**config.mk**
```make
export PLATFORM = sky130hd
export DESIGN_NAME = fdiv_arbiter_flat
export DESIGN_NICKNAME = d
export VERILOG_FILES = /design/src/rtl/fdiv_arbiter_if.sv /design/src/rtl/fdiv_arbiter.sv /design/src/flat_wrapper.sv
export SDC_FILE = /design/constraint.sdc
export NUM_CORES = 1
export LEC_CHECK = 0
export ABC_AREA = 1
export BUFFER_PORTS_ARGS = -buffer_cell sky130_fd_sc_hd__buf_2
export CORE_MARGIN = 2
export CORE_UTILIZATION = 40
export CTS_CLUSTER_DIAMETER = 200
export DETAILED_ROUTE_END_ITERATION = 10
export PLACE_DENSITY = 0.88
export SLEW_MARGIN = 15
export SYNTH_ARGS = -nofsm -noshare
export SYNTH_HDL_FRONTEND = slang
export SYNTH_SLANG_ARGS = --single-unit
```
**constraint.sdc**
```tcl
create_clock -name clock -period 1.4 [get_ports clock]
set_input_delay 0.28 -clock clock [delete_from_list [all_inputs] [get_ports clock]]
set_output_delay 0.28 -clock clock [all_outputs]
set_load 0.02 [all_outputs]
```
**src/rtl/fdiv_arbiter_if.sv**
```systemverilog
// Requester/consumer bundle for fdiv_arbiter: per-requester operands in, tagged quotient out.
// master = requesters and response consumer; slave = the arbiter.
interface fdiv_arbiter_if #(
    parameter int NREQ = 2,
    parameter int IDW  = 1
);
    logic [NREQ-1:0]      req;
    logic [32*NREQ-1:0]   req_a;
    logic [32*NREQ-1:0]   req_b;
    logic [2*NREQ-1:0]    req_rm;
    logic [NREQ-1:0]      req_ack;
    logic                 rsp_valid;
    logic                 rsp_ready;
    logic [IDW-1:0]       rsp_id;
    logic [31:0]          rsp_s;

    modport master (
        output req, req_a, req_b, req_rm, rsp_ready,
        input  req_ack, rsp_valid, rsp_id, rsp_s
    );

    modport slave (
        input  req, req_a, req_b, req_rm, rsp_ready,
        output req_ack, rsp_valid, rsp_id, rsp_s
    );
endinterface

```
**src/rtl/fdiv_arbiter.sv**
```systemverilog
// Round-robin sharing of one fixed-latency floating-point divider among NREQ requesters.
// Define FDIV_ARB_STATS_EN to add the stat_ops / stat_stall counters.
module fdiv_arbiter #(
    parameter int NREQ    = 2,
    parameter int IDW     = 1,
    parameter int DIV_LAT = 18
) (
    input  logic        clock,
    input  logic        reset,
    fdiv_arbiter_if.slave bus,
    output logic [31:0] div_a,
    output logic [31:0] div_b,
    output logic [1:0]  div_rm,
    output logic        div_fdiv,
    output logic        div_enable,
    input  logic        div_busy,
    input  logic [31:0] div_s,
    output logic        idle
`ifdef FDIV_ARB_STATS_EN
    ,
    output logic [31:0] stat_ops,
    output logic [31:0] stat_stall
`endif
);
    localparam logic [1:0] S_IDLE  = 2'd0;
    localparam logic [1:0] S_ISSUE = 2'd1;
    localparam logic [1:0] S_WAIT  = 2'd2;
    localparam logic [1:0] S_RESP  = 2'd3;

    localparam int SW = (NREQ > 1) ? $clog2(NREQ) : 1;
    localparam int CW = $clog2(DIV_LAT + 1);

    logic [1:0]    state_reg, state_next;
    logic [SW-1:0] last_grant_reg;
    logic [CW-1:0] count_reg;
    logic [IDW-1:0] rsp_id_reg;
    logic [31:0]   rsp_s_reg;
    logic [31:0]   div_a_reg, div_b_reg;
    logic [1:0]    div_rm_reg;

    logic [31:0]   a_arr   [NREQ];
    logic [31:0]   b_arr   [NREQ];
    logic [1:0]    rm_arr  [NREQ];
    logic [SW-1:0] rot_idx [NREQ];
    logic [SW-1:0] winner;
    logic          grant;

    // rot_idx[k] is the requester examined k-th, starting just after the last winner.
    for (genvar gi = 0; gi < NREQ; gi++) begin : g_req
        assign a_arr[gi]       = bus.req_a[32*gi +: 32];
        assign b_arr[gi]       = bus.req_b[32*gi +: 32];
        assign rm_arr[gi]      = bus.req_rm[2*gi +: 2];
        assign rot_idx[gi]     = SW'((int'(last_grant_reg) + gi + 1) % NREQ);
        assign bus.req_ack[gi] = (state_reg == S_ISSUE) && (rsp_id_reg == IDW'(gi));
    end

    // Scan from the far end so the nearest set request is the one that sticks.
    always_comb begin
        winner = last_grant_reg;
        for (int k = NREQ - 1; k >= 0; k--) begin
            if (bus.req[rot_idx[k]]) begin
                winner = rot_idx[k];
            end
        end
    end

    assign grant = (state_reg == S_IDLE) && (|bus.req) && !div_busy;

    always_comb begin
        state_next = state_reg;
        case (state_reg)
            S_IDLE:  if (grant) state_next = S_ISSUE;
            S_ISSUE: state_next = S_WAIT;
            S_WAIT:  if (count_reg == CW'(1)) state_next = S_RESP;
            S_RESP:  if (bus.rsp_ready) state_next = S_IDLE;
            default: state_next = S_IDLE;
        endcase
    end

    always_ff @(posedge clock) begin
        if (reset) begin
            state_reg      <= S_IDLE;
            last_grant_reg <= SW'(NREQ - 1);
            count_reg      <= '0;
            rsp_id_reg     <= '0;
            rsp_s_reg      <= '0;
            div_a_reg      <= '0;
            div_b_reg      <= '0;
            div_rm_reg     <= '0;
        end else begin
            state_reg <= state_next;
            if (grant) begin
                div_a_reg      <= a_arr[winner];
                div_b_reg      <= b_arr[winner];
                div_rm_reg     <= rm_arr[winner];
                rsp_id_reg     <= IDW'(winner);
                last_grant_reg <= winner;
            end
            if (state_reg == S_ISSUE) begin
                count_reg <= CW'(DIV_LAT);
            end else if (state_reg == S_WAIT) begin
                count_reg <= count_reg - CW'(1);
                // Divider result is valid in the final WAIT cycle only.
                if (count_reg == CW'(1)) begin
                    rsp_s_reg <= div_s;
                end
            end
        end
    end

`ifdef FDIV_ARB_STATS_EN
    logic [31:0] stat_ops_reg, stat_stall_reg;

    always_ff @(posedge clock) begin
        if (reset) begin
            stat_ops_reg   <= '0;
            stat_stall_reg <= '0;
        end else begin
            if ((state_reg == S_RESP) && bus.rsp_ready) begin
                stat_ops_reg <= stat_ops_reg + 32'd1;
            end
            if ((state_reg == S_IDLE) && (|bus.req) && div_busy) begin
                stat_stall_reg <= stat_stall_reg + 32'd1;
            end
        end
    end

    assign stat_ops   = stat_ops_reg;
    assign stat_stall = stat_stall_reg;
`endif

    assign div_a         = div_a_reg;
    assign div_b         = div_b_reg;
    assign div_rm        = div_rm_reg;
    assign div_fdiv      = (state_reg == S_ISSUE);
    assign div_enable    = (state_reg == S_ISSUE) || (state_reg == S_WAIT);
    assign idle          = (state_reg == S_IDLE);
    assign bus.rsp_valid = (state_reg == S_RESP);
    assign bus.rsp_id    = rsp_id_reg;
    assign bus.rsp_s     = rsp_s_reg;
endmodule
```
**src/flat_wrapper.sv**
```systemverilog
// flat-port wrapper written by rule: the top's interface ports become plain ports
module fdiv_arbiter_flat 
#(
    parameter int NREQ    = 2,
    parameter int IDW     = 1,
    parameter int DIV_LAT = 18
)
  (clock, reset, div_a, div_b, div_rm, div_fdiv, div_enable, div_busy, div_s, idle, bus_req, bus_req_a, bus_req_b, bus_req_rm, bus_rsp_ready, bus_req_ack, bus_rsp_valid, bus_rsp_id, bus_rsp_s);
  fdiv_arbiter_if #(.NREQ(NREQ), .IDW(IDW)) bus_i ();
  input  logic clock;
  input  logic reset;
  output logic [31:0] div_a;
  output logic [31:0] div_b;
  output logic [1:0] div_rm;
  output logic div_fdiv;
  output logic div_enable;
  input  logic div_busy;
  input  logic [31:0] div_s;
  output logic idle;
  input wire logic [$bits(bus_i.req)-1:0] bus_req;
  input wire logic [$bits(bus_i.req_a)-1:0] bus_req_a;
  input wire logic [$bits(bus_i.req_b)-1:0] bus_req_b;
  input wire logic [$bits(bus_i.req_rm)-1:0] bus_req_rm;
  input wire logic [$bits(bus_i.rsp_ready)-1:0] bus_rsp_ready;
  output wire logic [$bits(bus_i.req_ack)-1:0] bus_req_ack;
  output wire logic [$bits(bus_i.rsp_valid)-1:0] bus_rsp_valid;
  output wire logic [$bits(bus_i.rsp_id)-1:0] bus_rsp_id;
  output wire logic [$bits(bus_i.rsp_s)-1:0] bus_rsp_s;
  assign bus_i.req = bus_req;
  assign bus_i.req_a = bus_req_a;
  assign bus_i.req_b = bus_req_b;
  assign bus_i.req_rm = bus_req_rm;
  assign bus_i.rsp_ready = bus_rsp_ready;
  assign bus_req_ack = bus_i.req_ack;
  assign bus_rsp_valid = bus_i.rsp_valid;
  assign bus_rsp_id = bus_i.rsp_id;
  assign bus_rsp_s = bus_i.rsp_s;
  fdiv_arbiter #(.NREQ(NREQ), .IDW(IDW), .DIV_LAT(DIV_LAT)) u_core (.clock(clock), .reset(reset), .bus(bus_i), .div_a(div_a), .div_b(div_b), .div_rm(div_rm), .div_fdiv(div_fdiv), .div_enable(div_enable), .div_busy(div_busy), .div_s(div_s), .idle(idle));
endmodule
```
==> impl_metrics.toml <==
[floorplan]
die_area_um2 = 12610
start_util_pct = 41.08
die_w_um = 112.3
pin_count = 275
coreArea_um2 = 11420
rows = 39
die_h_um = 112.3

[pwr]
p_int_mw = 7.218
p_clk_share_pct = 21.3
p_leak_nw = 4.069
swShare_pct = 39.93
power.share.sequential_pct = 34.3
powerDensity_nw_per_um2 = 1572
p_switching_mw = 4.797
combPwrFrac_pct = 44.3
vdd_drop_max_v = 0.001159

[global_route]
first_global_vias = 5250
grt_max_degree = 47
antenna_found_initial = 0
grt_pass1_wl_mm = 24.42
overflow = 0
track_usage_pct = 23.50

[routing]
drc = 0
drtIter0Drc = 381
post_drt_wl_per_cell_um = 15.62
drt_pre_antenna_iters = 4
via_per_inst = 5.113
totalWireLength_mm = 17.03
postRouteAntennaNets = 0
vias = 5573

[timing]
maxSlewViolCount = 0
slew_headroom_pct = 76.07
period_minus_slack_ns = 1.654
fin_hold_ws_ns = 0.1726
tightest_slew_ns = 0.3590
hold_viol = 0
fmax_ghz = 0.6047
post-route-period-util_pct = 118.1
rsz0062_at_grt = "true"
fin_ws_ns = -0.2538
fin_skew_ns = 0.01108
setup_viol = 105

[logic_synthesis]
synth-edff-count = 0
synthCells = 650
syn_area_per_cell_um2 = 7.217
ys_ff_latch = 107
synth_cell_types = 21
synthFlopType = "dfxtp_1"
yosys_warnings = 0
syn-cell-area_um2 = 4691
async_reset_ff_share_pct = 0
yosysSeqAreaShare_pct = 45.67
syn_nets = 826

[clock_network]
htreeDepth = 3
insertion_delay_ns = 0.34
cts.sinks = 107
cts_tree = "done"
clk_path_buf_depth = 2
clock-root-buffer = "clkbuf_16"
postCtsHoldBufs = 0
cts-buffers-inserted = 9
path_clk_slew_ns = 0.08

[layout]
utilization_pct = 66.95
antenna_cells = 0
fillerInstances = 869
area_delta_synth_final_pct = 62.98
layout.nets = 1118
fin_cells = 1090
drive_gt1_share_pct = 46.99

[outcome]
status = "finished, violations left"
violations = "negative setup slack"

[critical_path]
cp-end-kind = "register"
reg2reg_from = "u_core.state_reg[1]$_SDFFE_PP0P_"
crit_type = "register to register"
crit_path_max_fanout = 4
critPathRequiredTime_ns = 1.61
crit_path_start_kind = "register"
reg2regPathDepth = 8
r2r_slack_ns = -0.25
reg2reg_to = "u_core.bus.rsp_s[15]$_SDFFE_PP0P_"
crit_arrival_ns = 1.87

[worst_hold_path]
hold_path_class = "primary input to register"
min_from = "reset"
whs_endpoint = "u_core.bus.rsp_id$_SDFFE_PP0P_"
holdPathStages = 2

[placed_design]
globalplace.congestion = 0.9016
portBuffers = 274
pre_cts_slack_ns = -0.2258
dp_hpwl_mm = 10.43
dp_cells = 1053

[job]
cap_violations = 0
-- power by group through the flow --
stage	registers, mW	clock network [mW]	logic [mW]
after floorplan	4.81	0	2.12
after global placement	4.08	0	4.31
after detailed placement	4.11	0	4.37
after CTS	4.07	2.60	4.88
after global routing	4.21	2.73	5.76
final	4.13	2.56	5.33
-- critical path: stages (launching register included) --
cell,delay [ns]
dfxtp_4,0.38
buf_6,0.11
ha_4,0.13
inv_4,0.04
nor3_4,0.16
nand3_4,0.13
buf_6,0.16
o21ai_0,0.28
nor2_1,0.13
-- synth_stat cells (2+ instances only) --
library cell,number,area share (%)
a21oi_1,6,0.64
buf_2,18,1.9
buf_4,3,0.48
clkbuf_1,24,1.9
dfxtp_1,107,46
ha_1,6,1.6
inv_1,81,6.5
inv_2,3,0.24
nand2_1,147,12
nand3_1,71,7.6
nor2_1,74,5.9
nor3_1,2,0.21
o211ai_1,67,11
o21ai_0,34,3.6
-- logic make-up after synthesis --
group | synth area share (%)
compound gates | 15.44
fa+ha+maj | 1.600
buf+inv | 11.04
flops | 45.67
simple gates | 26.25
-- area by class of cell --
type / instances / area, um2 / area share (%)
multi-input cells: 414 / 2532 / 33.13
flip-flops and latches: 107 / 2150 / 28.12
well taps: 143 / 178.9 / 2.340
inverters: 84 / 342.8 / 4.484
clock inverters: 6 / 62.56 / 0.8183
repair buffers: 326 / 2140 / 27.99
clock buffers: 10 / 239.0 / 3.126
-- stage by stage --
step	instance area, um2	power (mW)	setup TNS, ns
final	7645	12.02	-16.48
after global routing	7645	12.70	-23.87
after CTS	7168	11.55	-13.74
after detailed placement	6444	8.483	-12.38
after global placement	6444	8.390	-8.300
after floorplan	4787	6.930	-5.714
-- layer usage --
metal	up-vias	wire, um	global-route usage (%)
met4	0	587	7.317
met2	259	8878	43.05
met3	54	1068	4.536
li1	2700	-	-
met5	-	0	0
met1	2560	6490	27.68
-- worst max path at each step --
stage,from,end
floorplan,u_core.state_reg[1]$_SDFFE_PP0P_,u_core.div_a[21]$_SDFFE_PP0P_
global placement,u_core.state_reg[1]$_SDFFE_PP0P_,u_core.div_b[16]$_SDFFE_PP0P_
detailed placement,u_core.state_reg[0]$_SDFFE_PP0P_,u_core.bus.rsp_s[13]$_SDFFE_PP0P_
CTS,u_core.state_reg[1]$_SDFFE_PP0P_,u_core.div_b[30]$_SDFFE_PP0P_
global route,u_core.state_reg[1]$_SDFFE_PP0P_,u_core.bus.rsp_s[15]$_SDFFE_PP0P_
finish,u_core.state_reg[1]$_SDFFE_PP0P_,u_core.bus.rsp_s[15]$_SDFFE_PP0P_
-- repair_timing --
action                     4_1_cts  5_1_grt
pin swaps                        9       41
resized for setup               89      107
cloned                           5        4
buffers inserted                12        3
setup endpoints to repair      103      108
-- layout by cell type (no fill, tap or decap), drive strengths merged --
cell type and n:
buf 322, nand2 147, dfxtp 107, inv 88, nor2 74, nand3 71
o211ai 67, o21ai 35, clkbuf 14, a21oi 6, ha 6, nor3 3
clkinv 2, nor3b 1, a221oi 1, o21bai 1, nand4 1, and3 1
No activity file was read; power rests on OpenSTA's default activity.
